**src/rtl/dct_pkg.sv**
```systemverilog
// Shared constants for the zigzag/quantize stage: scan tables, block geometry
// and the read-side FSM encoding.
package dct_pkg;

  localparam int BLOCK_SIZE = 64;
  localparam int ADDR_W     = 6;

  typedef enum logic [1:0] {
    RD_IDLE   = 2'd0,
    RD_PRIME  = 2'd1,
    RD_STREAM = 2'd2
  } rd_state_t;

  // Zigzag index k -> raster address (row*8+col).
  localparam logic [5:0] ZIGZAG [0:63] = '{
     0,  1,  8, 16,  9,  2,  3, 10,
    17, 24, 32, 25, 18, 11,  4,  5,
    12, 19, 26, 33, 40, 48, 41, 34,
    27, 20, 13,  6,  7, 14, 21, 28,
    35, 42, 49, 56, 57, 50, 43, 36,
    29, 22, 15, 23, 30, 37, 44, 51,
    58, 59, 52, 45, 38, 31, 39, 46,
    53, 60, 61, 54, 47, 55, 62, 63
  };

  // Raster address -> right-shift amount, (row+col)>>2.
  localparam logic [1:0] QSHIFT [0:63] = '{
    0, 0, 0, 0, 1, 1, 1, 1,
    0, 0, 0, 1, 1, 1, 1, 2,
    0, 0, 1, 1, 1, 1, 2, 2,
    0, 1, 1, 1, 1, 2, 2, 2,
    1, 1, 1, 1, 2, 2, 2, 2,
    1, 1, 1, 2, 2, 2, 2, 3,
    1, 1, 2, 2, 2, 2, 3, 3,
    1, 2, 2, 2, 2, 3, 3, 3
  };

endpackage

```
**src/rtl/dct_zigzag_quant_if.sv**
```systemverilog
// Coefficient write bus (from the DCT stage) and zigzag output stream.
// Both sides use valid/ready: a transfer happens on a rising clk edge where
// valid && ready; the sender holds its payload stable while valid && !ready.
interface dct_zigzag_quant_if
  import dct_pkg::*;
#(
  parameter int DATA_W = 16
);
  logic              in_valid;
  logic [ADDR_W-1:0] in_addr;
  logic [DATA_W-1:0] in_data;
  logic              in_ready;
  logic              out_valid;
  logic              out_ready;
  logic [DATA_W-1:0] out_data;
  logic [ADDR_W-1:0] out_index;
  logic              out_last;

  modport master (
    output in_valid, in_addr, in_data, out_ready,
    input  in_ready, out_valid, out_data, out_index, out_last
  );

  modport slave (
    input  in_valid, in_addr, in_data, out_ready,
    output in_ready, out_valid, out_data, out_index, out_last
  );
endinterface

```
**src/rtl/dct_shift_quant.sv**
```systemverilog
// Power-of-two divide with rounding half away from zero; s=0 passes x through.
module dct_shift_quant
  import dct_pkg::*;
#(
  parameter int DATA_W = 16
) (
  input  logic [DATA_W-1:0] i_x,
  input  logic [1:0]        i_s,
  output logic [DATA_W-1:0] o_q
);
  logic          w_neg;
  logic [DATA_W:0] w_ext;
  logic [DATA_W:0] w_abs;
  logic [DATA_W:0] w_half;
  logic [DATA_W:0] w_mag;

  assign w_neg = i_x[DATA_W-1];
  assign w_ext = {w_neg, i_x};

  // One extra bit keeps |most-negative| representable.
  always_comb begin
    w_abs  = w_neg ? (~w_ext + 1'b1) : w_ext;
    w_half = '0;
    if (i_s != 2'd0) w_half = (DATA_W+1)'(1) << (i_s - 2'd1);
    w_mag  = (w_abs + w_half) >> i_s;
    if (i_s == 2'd0) o_q = i_x;
    else if (w_neg) o_q = ~w_mag[DATA_W-1:0] + 1'b1;
    else            o_q = w_mag[DATA_W-1:0];
  end
endmodule

```
**src/rtl/dct_zigzag_quant.sv**
```systemverilog
// Ping-pong coefficient buffer: raster-order writes in, quantized zigzag-order
// stream out, with a one-deep prefetch stage so the stream runs at 1/clk.
module dct_zigzag_quant
  import dct_pkg::*;
#(
  parameter int DATA_W   = 16,
  parameter int QUANT_EN = 1
) (
  input  logic                   clk,
  input  logic                   rst_n,
  dct_zigzag_quant_if.slave      bus,
  output rd_state_t              o_dbg_state
);
  logic [DATA_W-1:0] r_mem [0:2*BLOCK_SIZE-1];
  logic [1:0]        r_full;
  logic              r_wsel;
  logic              r_rsel;
  rd_state_t         r_state;
  rd_state_t         w_state_nxt;
  logic [6:0]        r_fetch_cnt;
  logic              r_rd_vld;
  logic [5:0]        r_rd_k;
  logic [DATA_W-1:0] r_rd_data;
  logic              r_out_valid;
  logic [DATA_W-1:0] r_out_data;
  logic [5:0]        r_out_index;
  logic              r_out_last;

  logic              w_wr_fire;
  logic              w_out_fire;
  logic              w_blk_done;
  logic              w_load_out;
  logic              w_rd_free;
  logic              w_fetch_en;
  logic              w_fetch_bank;
  logic [5:0]        w_fetch_k;
  logic              w_fetch_restart;
  logic [1:0]        w_shift;
  logic [DATA_W-1:0] w_q_raw;
  logic [DATA_W-1:0] w_q;

  assign bus.in_ready  = !r_full[r_wsel];
  assign bus.out_valid = r_out_valid;
  assign bus.out_data  = r_out_data;
  assign bus.out_index = r_out_index;
  assign bus.out_last  = r_out_last;
  assign o_dbg_state   = r_state;

  assign w_wr_fire  = bus.in_valid && bus.in_ready;
  assign w_out_fire = r_out_valid && bus.out_ready;
  assign w_blk_done = w_out_fire && r_out_last;
  assign w_load_out = r_rd_vld && (!r_out_valid || bus.out_ready);
  assign w_rd_free  = !r_rd_vld || w_load_out;

  always_ff @(posedge clk or negedge rst_n) begin
    if (!rst_n) r_state <= RD_IDLE;
    else        r_state <= w_state_nxt;
  end

  // Fetch control: a read is issued only when the prefetch slot will be free.
  always_comb begin
    w_state_nxt     = r_state;
    w_fetch_en      = 1'b0;
    w_fetch_bank    = r_rsel;
    w_fetch_k       = r_fetch_cnt[5:0];
    w_fetch_restart = 1'b0;
    case (r_state)
      RD_IDLE: begin
        if (r_full[r_rsel]) begin
          w_fetch_en      = 1'b1;
          w_fetch_k       = 6'd0;
          w_fetch_restart = 1'b1;
          w_state_nxt     = RD_PRIME;
        end
      end
      RD_PRIME: begin
        if (w_rd_free && r_fetch_cnt < 7'(BLOCK_SIZE)) w_fetch_en = 1'b1;
        if (w_load_out) w_state_nxt = RD_STREAM;
      end
      RD_STREAM: begin
        if (w_rd_free && r_fetch_cnt < 7'(BLOCK_SIZE)) w_fetch_en = 1'b1;
        if (w_blk_done) begin
          if (r_full[!r_rsel]) begin
            w_fetch_en      = 1'b1;
            w_fetch_bank    = !r_rsel;
            w_fetch_k       = 6'd0;
            w_fetch_restart = 1'b1;
            w_state_nxt     = RD_PRIME;
          end else begin
            w_state_nxt = RD_IDLE;
          end
        end
      end
      default: w_state_nxt = RD_IDLE;
    endcase
  end

  always_ff @(posedge clk) begin
    if (w_wr_fire) r_mem[{r_wsel, bus.in_addr}] <= bus.in_data;
    if (w_fetch_en) r_rd_data <= r_mem[{w_fetch_bank, ZIGZAG[w_fetch_k]}];
  end

  assign w_shift = QSHIFT[ZIGZAG[r_rd_k]];

  dct_shift_quant #(.DATA_W(DATA_W)) u_quant (
    .i_x (r_rd_data),
    .i_s (w_shift),
    .o_q (w_q_raw)
  );

  assign w_q = (QUANT_EN != 0) ? w_q_raw : r_rd_data;

  always_ff @(posedge clk or negedge rst_n) begin
    if (!rst_n) begin
      r_full      <= 2'b00;
      r_wsel      <= 1'b0;
      r_rsel      <= 1'b0;
      r_fetch_cnt <= '0;
      r_rd_vld    <= 1'b0;
      r_rd_k      <= '0;
      r_out_valid <= 1'b0;
      r_out_data  <= '0;
      r_out_index <= '0;
      r_out_last  <= 1'b0;
    end else begin
      // Free before set: the two never target the same bank in one cycle.
      if (w_blk_done) begin
        r_full[r_rsel] <= 1'b0;
        r_rsel         <= !r_rsel;
      end
      if (w_wr_fire && bus.in_addr == 6'd63) begin
        r_full[r_wsel] <= 1'b1;
        r_wsel         <= !r_wsel;
      end
      if (w_fetch_en) begin
        r_fetch_cnt <= w_fetch_restart ? 7'd1 : r_fetch_cnt + 7'd1;
        r_rd_vld    <= 1'b1;
        r_rd_k      <= w_fetch_k;
      end else if (w_load_out) begin
        r_rd_vld    <= 1'b0;
      end
      if (w_load_out) begin
        r_out_valid <= 1'b1;
        r_out_data  <= w_q;
        r_out_index <= r_rd_k;
        r_out_last  <= (r_rd_k == 6'd63);
      end else if (w_out_fire) begin
        r_out_valid <= 1'b0;
      end
    end
  end
endmodule

```
**src/flat_wrapper.sv**
```systemverilog
// flat-port wrapper written by rule: the top's interface ports become plain ports
module dct_zigzag_quant_flat import dct_pkg::*;
#(
  parameter int DATA_W   = 16,
  parameter int QUANT_EN = 1
)
  (clk, rst_n, o_dbg_state, bus_in_valid, bus_in_addr, bus_in_data, bus_out_ready, bus_in_ready, bus_out_valid, bus_out_data, bus_out_index, bus_out_last);
  dct_zigzag_quant_if #(.DATA_W(DATA_W)) bus_i ();
  input  logic clk;
  input  logic rst_n;
  output rd_state_t o_dbg_state;
  input wire logic [$bits(bus_i.in_valid)-1:0] bus_in_valid;
  input wire logic [$bits(bus_i.in_addr)-1:0] bus_in_addr;
  input wire logic [$bits(bus_i.in_data)-1:0] bus_in_data;
  input wire logic [$bits(bus_i.out_ready)-1:0] bus_out_ready;
  output wire logic [$bits(bus_i.in_ready)-1:0] bus_in_ready;
  output wire logic [$bits(bus_i.out_valid)-1:0] bus_out_valid;
  output wire logic [$bits(bus_i.out_data)-1:0] bus_out_data;
  output wire logic [$bits(bus_i.out_index)-1:0] bus_out_index;
  output wire logic [$bits(bus_i.out_last)-1:0] bus_out_last;
  assign bus_i.in_valid = bus_in_valid;
  assign bus_i.in_addr = bus_in_addr;
  assign bus_i.in_data = bus_in_data;
  assign bus_i.out_ready = bus_out_ready;
  assign bus_in_ready = bus_i.in_ready;
  assign bus_out_valid = bus_i.out_valid;
  assign bus_out_data = bus_i.out_data;
  assign bus_out_index = bus_i.out_index;
  assign bus_out_last = bus_i.out_last;
  dct_zigzag_quant #(.DATA_W(DATA_W), .QUANT_EN(QUANT_EN)) u_core (.clk(clk), .rst_n(rst_n), .bus(bus_i), .o_dbg_state(o_dbg_state));
endmodule
```
**config.mk**
```make
export PLATFORM = sky130hd
export DESIGN_NAME = dct_zigzag_quant_flat
export DESIGN_NICKNAME = d
export VERILOG_FILES = /design/src/rtl/dct_pkg.sv /design/src/rtl/dct_zigzag_quant_if.sv /design/src/rtl/dct_shift_quant.sv /design/src/rtl/dct_zigzag_quant.sv /design/src/flat_wrapper.sv
export SDC_FILE = /design/constraint.sdc
export NUM_CORES = 2
export LEC_CHECK = 0
export ABC_CLOCK_PERIOD_IN_PS = 7100
export BUFFER_PORTS_ARGS = -buffer_cell sky130_fd_sc_hd__buf_4
export CORE_ASPECT_RATIO = 1.25
export CORE_MARGIN = 10
export CORE_UTILIZATION = 56
export DETAILED_ROUTE_END_ITERATION = 7
export PLACE_DENSITY = 0.75
export RECOVER_POWER = 100
export SYNTH_ARGS = -nofsm -noshare
export SYNTH_HDL_FRONTEND = slang
export SYNTH_HIERARCHICAL = 1
export SYNTH_SLANG_ARGS = --single-unit
```
**constraint.sdc**
```tcl
create_clock -name clk -period 7.1 [get_ports clk]
set_input_delay 0.355 -clock clk [delete_from_list [all_inputs] [get_ports clk]]
set_output_delay 0.355 -clock clk [all_outputs]
set_load 0.02 [all_outputs]
```
# ---- Word level (Yosys, flattened, before mapping)
# Memories as Yosys holds them, arrays and structs flattened. A register that Yosys moved wholly into a read port is not among the register bits.
# Cells that the tools add are included.
dict set report classes {
  addsub 5
  multipliers 0
  n_div 0
  n_lt_le_gt_ge 9
  eq_ne 7
  shift 2
  n_mux 49
  n_bitwise 8
  reduce_logical 21
}
# operator count
set ops {}
lappend ops {{$mux 6} 7}
lappend ops {{$mux 17} 2}
lappend ops {{$mux 16} 2}
lappend ops {{$mux 1} 24}
lappend ops {{$ge 7x7->1 const B} 3}
lappend ops {{$not 6->7} 3}
lappend ops {{$add 17x1->17 const B} 1}
lappend ops {{$add 17x17->17} 1}
lappend ops {{$not 17->17} 1}
lappend ops {{$shl 1x2->17 const A} 1}
lappend ops {{$shr 17x2->16} 1}
lappend ops {{$add 16x1->16 const B} 1}
lappend ops {{$not 16->16} 1}
lappend ops {{$mux 2} 7}
lappend ops {{$eq 6x6->1 const B} 2}
lappend ops {{$pmux 6 s2} 1}
lappend ops {{$logic_and 1x1->1} 8}
lappend ops {{$add 7x1->7 const B} 1}
lappend ops {{$lt 7x7->1 const B} 1}
lappend ops {{$mux 7} 1}
lappend ops {{$lt 1x2->1 const B} 3}
lappend ops {{$ne 2x1->1 const B} 3}
lappend ops {{$pmux 2 s3} 1}
lappend ops {{$reduce_bool 2->1} 3}
lappend ops {{14 further kinds} 22}
dict set report totals {
  reg_bits 44
  latchBits 0
  ram_bits 2048
  mem_bits_ro 896
  in_bits 26
  output_inout_bits 27
  memories 4
}
# memory depth word_bits read_ports rd_clocked_by_memory_dff write_ports line_no
set memory_table {}
lappend memory_table {u_core.r_mem 128 16 1 1 1 dct_zigzag_quant.sv:14} ;# logic [DATA_W-1:0] r_mem [0:2*BLOCK_SIZE-1];
lappend memory_table {{(name not given)} 64 6 1 0 0 dct_zigzag_quant.sv:103} ;# assign w_shift = QSHIFT[ZIGZAG[r_rd_k]];
lappend memory_table {{(name not given)} 64 6 1 0 0 dct_zigzag_quant.sv:100} ;# if (w_fetch_en) r_rd_data <= r_mem[{w_fetch_bank, ZIGZAG[w_fetch_k]}];
lappend memory_table {{(name not given)} 64 2 1 0 0 dct_zigzag_quant.sv:103}

# ---- Depth between registers and ports, before layout
dict set report logic_depth {
  depth_word 17
  depth_mapped 32
  ltp_nobuf 29
}

# ---- Hierarchy
# Netlist, hierarchy kept.
# module n_inst cells_per_inst area_each_um2
set modules_own_cells {}
lappend modules_own_cells {dct_zigzag_quant 1 5049 83088.4}
lappend modules_own_cells {dct_shift_quant 1 311 2130.8}

# ---- Least setup slack after synthesis
# No wires, ideal clock.
dict set report synth_timing {
  path_kind {reg2reg}
  start {register u_core.r_rd_k[0]}
  end {register u_core.r_out_data[12] (netlist: u_core/bus.out_data[12])}
  setup_ns 0.125
  arrival_ns 6.539
  t_required_ns 6.975
  path_slack_ns 0.436
  path_stages_with_launch 29
  n_path_buf 3
  synth_period_minus_slack_ns 6.664
  cell_sequence {dfrtp_1 -> clkbuf_1 -> inv_1 -> ha_1 -> clkbuf_1 -> xor2_1 -> o21ai_0 -> o21ai_0 -> a21oi_1 -> inv_1 -> ha_1 -> o311ai_0 -> xor2_1 -> clkbuf_1 -> nand2_1 -> inv_1 -> ha_1 -> fa_1 -> a21o_1 -> a21o_1 -> o211a_2 -> xnor2_1 -> mux4_2 -> a2111oi_0 -> nand4_1 -> o31ai_1 -> xor2_1 -> a21oi_1 -> mux2_2}
}
dict set report synth_between {
  elab_chain_cells 17
  word_cells_on_any_way 19
  cone_classes {3 x add/sub; 2 x shift; 7 x mux; 3 x bitwise; 2 x reduce/logical; 2 x memory}
}
# item line_no
set synth_rtl {}
lappend synth_rtl {{start, declared} dct_zigzag_quant.sv:22} ;# logic [5:0] r_rd_k;
lappend synth_rtl {{start signal, assigned} dct_zigzag_quant.sv:138} ;# r_rd_k <= w_fetch_k;
lappend synth_rtl {{$not 6->7 (implied by the code) (*)} dct_zigzag_quant.sv:103}
lappend synth_rtl {{$mem_v2 64x6 (*)} n/a}
lappend synth_rtl {{$mux 6 (implied by the code) (*) (2 in series)} dct_zigzag_quant.sv:103}
lappend synth_rtl {{$not 6->7 (implied by the code) (*)} dct_zigzag_quant.sv:103}
lappend synth_rtl {{$mem_v2 64x2 (*)} n/a}
lappend synth_rtl {{$mux 2 (implied by the code) (*) (2 in series)} dct_zigzag_quant.sv:103}
lappend synth_rtl {{named net u_core.w_shift[0]} dct_zigzag_quant.sv:38} ;# logic [1:0] w_shift;
lappend synth_rtl {{$sub 2x1->2} dct_shift_quant.sv:24} ;# if (i_s != 2'd0) w_half = (DATA_W+1)'(1) << (i_s - 2'd1);
lappend synth_rtl {{$shl 1x2->17} dct_shift_quant.sv:24}
lappend synth_rtl {{$mux 17} dct_shift_quant.sv:24}
lappend synth_rtl {{$add 17x17->17} dct_shift_quant.sv:25} ;# w_mag = (w_abs + w_half) >> i_s;
lappend synth_rtl {{$shr 17x2->16} dct_shift_quant.sv:25}
lappend synth_rtl {{$not 16->16} dct_shift_quant.sv:27} ;# else if (w_neg) o_q = ~w_mag[DATA_W-1:0] + 1'b1;
lappend synth_rtl {{$add 16x1->16} dct_shift_quant.sv:27}
lappend synth_rtl {{$mux 16} dct_shift_quant.sv:27}
lappend synth_rtl {{$mux 16 (*)} dct_shift_quant.sv:26} ;# if (i_s == 2'd0) o_q = i_x;
lappend synth_rtl {{named net u_core.w_q[12]} dct_zigzag_quant.sv:40} ;# logic [DATA_W-1:0] w_q;
lappend synth_rtl {{end signal, assigned} dct_zigzag_quant.sv:144} ;# r_out_data <= w_q;
lappend synth_rtl {{end, declared} dct_zigzag_quant.sv:25} ;# logic [DATA_W-1:0] r_out_data;
# Mark *: on every way through the listed nets, which the timed path passes. The rest lies on a longest branch. The select of a mux whose other input is x is not followed.
# A chain may end at the register's enable or synchronous reset.

# ---- Worst setup path after layout
dict set report layout_timing {
  start {register u_core.r_rsel}
  end {register u_core.r_rd_data[6], read port of u_core.r_mem, data pin}
}
dict set report layout_between {
  elab_chain_cells 9
  word_cells_on_any_way 20
  cone_classes {17 x mux; 1 x bitwise; 1 x reduce/logical; 1 x memory}
}
# item line_no
set layout_rtl {}
lappend layout_rtl {{start, declared} dct_zigzag_quant.sv:17} ;# logic r_rsel;
lappend layout_rtl {{start signal, assigned} dct_zigzag_quant.sv:129} ;# r_rsel <= !r_rsel;
lappend layout_rtl {{$mux 1 (implied by the code) (2 in series)} dct_zigzag_quant.sv:83} ;# if (r_full[!r_rsel]) begin
lappend layout_rtl {{$mux 6} dct_zigzag_quant.sv:83}
lappend layout_rtl {{$mux 6} dct_zigzag_quant.sv:82} ;# if (w_blk_done) begin
lappend layout_rtl {{$pmux 6 s2} dct_zigzag_quant.sv:67} ;# case (r_state)
lappend layout_rtl {{$not 6->7 (implied by the code)} dct_zigzag_quant.sv:100}
lappend layout_rtl {{$mem_v2 64x6} n/a}
lappend layout_rtl {{$mux 6 (implied by the code) (2 in series)} dct_zigzag_quant.sv:100}
lappend layout_rtl {{end, declared} dct_zigzag_quant.sv:23} ;# logic [DATA_W-1:0] r_rd_data;
# Several ways; a longest one is shown, not always the timed one. The select of a mux whose other input is x is not followed.

==> out/metrics.yaml <==
syn-num-nets: 5419
slew-limit-headroom_pct: -222
post_drt_via_cell_ratio: 6.53
total_leakage_power_nw: 33.9
fin_crit_ns: 6.60
finalSetupViolations: 0
clock_path_buffers: 3
vias: 50800
drt-wirelength-per-cell_um: 29.2
ir_drop_mv: 0.247
nets: 5651
clock.fmax_mhz: 152
cts_tree: "built"
timing.critical_path.from_type: "flip-flop"
synth_largest_area_cell: "edfxtp_1"
synth.distinct_cells: 104
placed_cells: 7420
detail_route.first_pass.iterations: 8
synth_top_cell_area_share_pct: 72.7
first_pass_grt_wire_length_mm: 329
layout-area-overhead-vs-synth_pct: 11.2
cp.required_ns: 7.67
antenna_left: 0
synth-seq-area-share_pct: 74.0
slew_violations: 2227
initial_utilization_pct: 56.2
synth_top_flop_cell: "edfxtp_1"
cts.root.buffer_cell: "clkbuf_16"
syn_avg_cell_area_sq_um: 15.9
grt_max_degree: 101
grt.overflow.total: 0
outcome: "complete, but fails checks"
final-hold-violation-count: 0
final_common_cell: "edfxtp_1"
layout_common_cells: "2064 x edfxtp_1, 671 x nand2_1, 522 x mux2i_1"
share_of_post_route_cells_with_drive_strength_above_1_pct: 11.0
clock-skew-final_ns: 0.0415
rows: 160
die_height_um: 456
htreeDepth: 4
detail_route.drc_violations: 2
skew_pair_late_insertion_delay_ns: 0.85
ys_warn_count: 6
dp.final_hpwl_mm: 136
routed_wl_mm: 228
critPathKind: "reg -> reg"
dr.first_iter.drc_count: 6971
critPathMaxFanout: 26
worst_hold_path_type: "in -> reg"
fp.coreArea_sq_um: 152000
violations: "DRC, capacitance limit, slew limit"
period_share_pct: 93.0
io_buffer_count: 52
fin_hold_ws_ns: 0.136
cap_violations: 38
grt_pass1_vias: 48800
cts.repair_timing.setup_buffer_count: 0
synth_edf_count: 2064
path_clk_slew_ns: 0.06
grtUsageTotal_pct: 26.3
syn_inst: 5360
place_congestion: 0.943
clock_sinks: 2108
worstMarginPinSlew_ns: 4.83
asyncSetResetFlopFracSynth_pct: 2.09
numCtsBuffers: 187
critical_path.endpoint_type: "flip-flop"
fp.dieW_um: 369
die_area_sq_um: 168000
final-instance-count-excl-fill: 7783
floorplan.io_pins: 53
power_density_nw_per_um2: 253
postSynthRegisterBits: 2108
antenna_found_initial: 15
largest_cells_by_area_after_synthesis: "edfxtp_1 73%, mux2i_1 6.1%, nand2_1 3.0%"
cp.arrival_ns: 7.17
mappedNetlistArea_sq_um: 85200
## critical path, stage by stage, from the launching register on
cell     delay (ns)
dfrtp_1        0.49
mux2_4         0.37
a32oi_4        0.22
buf_4          0.25
nand2_1        0.22
ha_1           0.47
xor2_1         0.21
a32oi_1        0.30
mux2i_1        0.27
o31ai_4        0.89
buf_4          0.38
buf_4          0.39
a31oi_1        0.15
nand4_1        0.18
nand4_1        0.48
a311o_1        0.52
or4_1          0.52
## registers in the layout, indices dropped and copies added, names as in the netlist, 2 cells and up
register and flops:
u_core/r_rd_data 16, u_core/r_fetch_cnt 7, u_core/o_dbg_state 2, u_core/r_full 2, u_core/r_mem 2048, u_core/bus.out_data 16
u_core/bus.out_index 6, u_core/r_rd_k 6
## power by group
part           total, mW  switching, mW  leakage (nW)  internal (mW)
Combinational      0.355          0.319          11.8         0.0361
Sequential          13.8         0.0198          19.1           13.7
Clock               9.88           4.43          2.91           5.45
Total               24.0           4.77          33.9           19.2
## layer usage
layer | vias up | wire length (um) | global-route usage (%)
met5 | - | 98 | 0
met4 | 14 | 11700 | 12.2
met3 | 577 | 25500 | 6.50
met2 | 3214 | 109000 | 41.9
met1 | 25500 | 81300 | 34.1
li1 | 21500 | - | -
## synth_stat cells, types with 26 or more instances
master / count
a31oi_1: 52
a22oi_1: 42
a21oi_1: 127
mux4_2: 107
dfrtp_1: 44
buf_1: 28
a221oi_1: 37
o22ai_1: 216
nor2_1: 232
a211oi_1: 26
nand4_1: 86
xnor2_1: 28
buf_4: 45
nor4_1: 38
nand3_1: 194
ha_1: 32
a32oi_1: 29
o21ai_0: 65
mux2i_1: 522
buf_2: 101
edfxtp_1: 2064
nor3_1: 40
clkbuf_1: 130
nand2_1: 674
## final cells by class
| cell class | count | area, sq um |
|---|---|---|
| Antenna cell | 10 | 25.0 |
| Clock buffer | 227 | 4910 |
| Clock inverter | 118 | 1040 |
| Fill cell | 10700 | 57000 |
| Inverter | 29 | 109 |
| Multi-Input combinational cell | 2898 | 20600 |
| Sequential cell | 2108 | 63100 |
| Tap cell | 2025 | 2530 |
| Timing Repair Buffer | 368 | 2470 |
## what timing repair did
action                     in CTS  in global routing
hold buffers                    8                  0
hold endpoints to repair      168                  0
resized for setup               0                  8
setup endpoints to repair       0                  7
## cell families (layout without fill, tap and decap cells)
group | count (synthesis) | in the layout | synth area share [%]
AOI/OAI and AO/OA | 761 | 761 | 6.11
xor gates and xnor gates | 49 | 49 | 0.521
adders and majority gates | 33 | 33 | 0.493
buffers and inverters | 354 | 742 | 2.10
DFF | 2108 | 2108 | 74.0
muxes | 652 | 652 | 9.27
other | 1 | 11 | 0.00440
and+or+nand+nor | 1402 | 1402 | 7.48
## through the flow
step	power (mW)	setup WS, ns	setup TNS (ns)	utilization, %	area [sq um]
3_5_place_dp	14.3	0.112	0	58.9	89400
3_3_place_gp	14.3	0.254	0	58.9	89400
4_1_cts	24.0	0.0938	0	62.9	95400
5_1_grt	24.6	-0.0731	-0.100	62.4	94700
2_1_floorplan	14.0	0.436	0	-	85200
6_report	24.0	0.500	0	62.4	94800
## final timing paths
check                                               startpoint                                   to  slack [ns]  depth (start not counted)
setup reg to reg                     u_core/r_rsel$_DFFE_PN0N_        u_core/r_rd_data[6]$_DFFE_PP_        0.50                         16
max in group asynchronous                                rst_n         u_core/r_rd_k[3]$_DFFE_PN0P_        4.79                          2
hold reg to reg            u_core/bus.out_index[5]$_DFFE_PN0P_  u_core/bus.out_index[5]$_DFFE_PN0P_        0.50                          1
setup / recovery                     u_core/r_rsel$_DFFE_PN0N_        u_core/r_rd_data[6]$_DFFE_PP_        0.50                         16
hold / removal                                  bus_in_addr[5]            u_core/r_wsel$_DFFE_PN0P_        0.14                          5
min in group asynchronous                                rst_n  u_core/bus.out_data[15]$_DFFE_PN0P_        0.79                          2
Note: power is estimated with default switching activity, not from simulation.
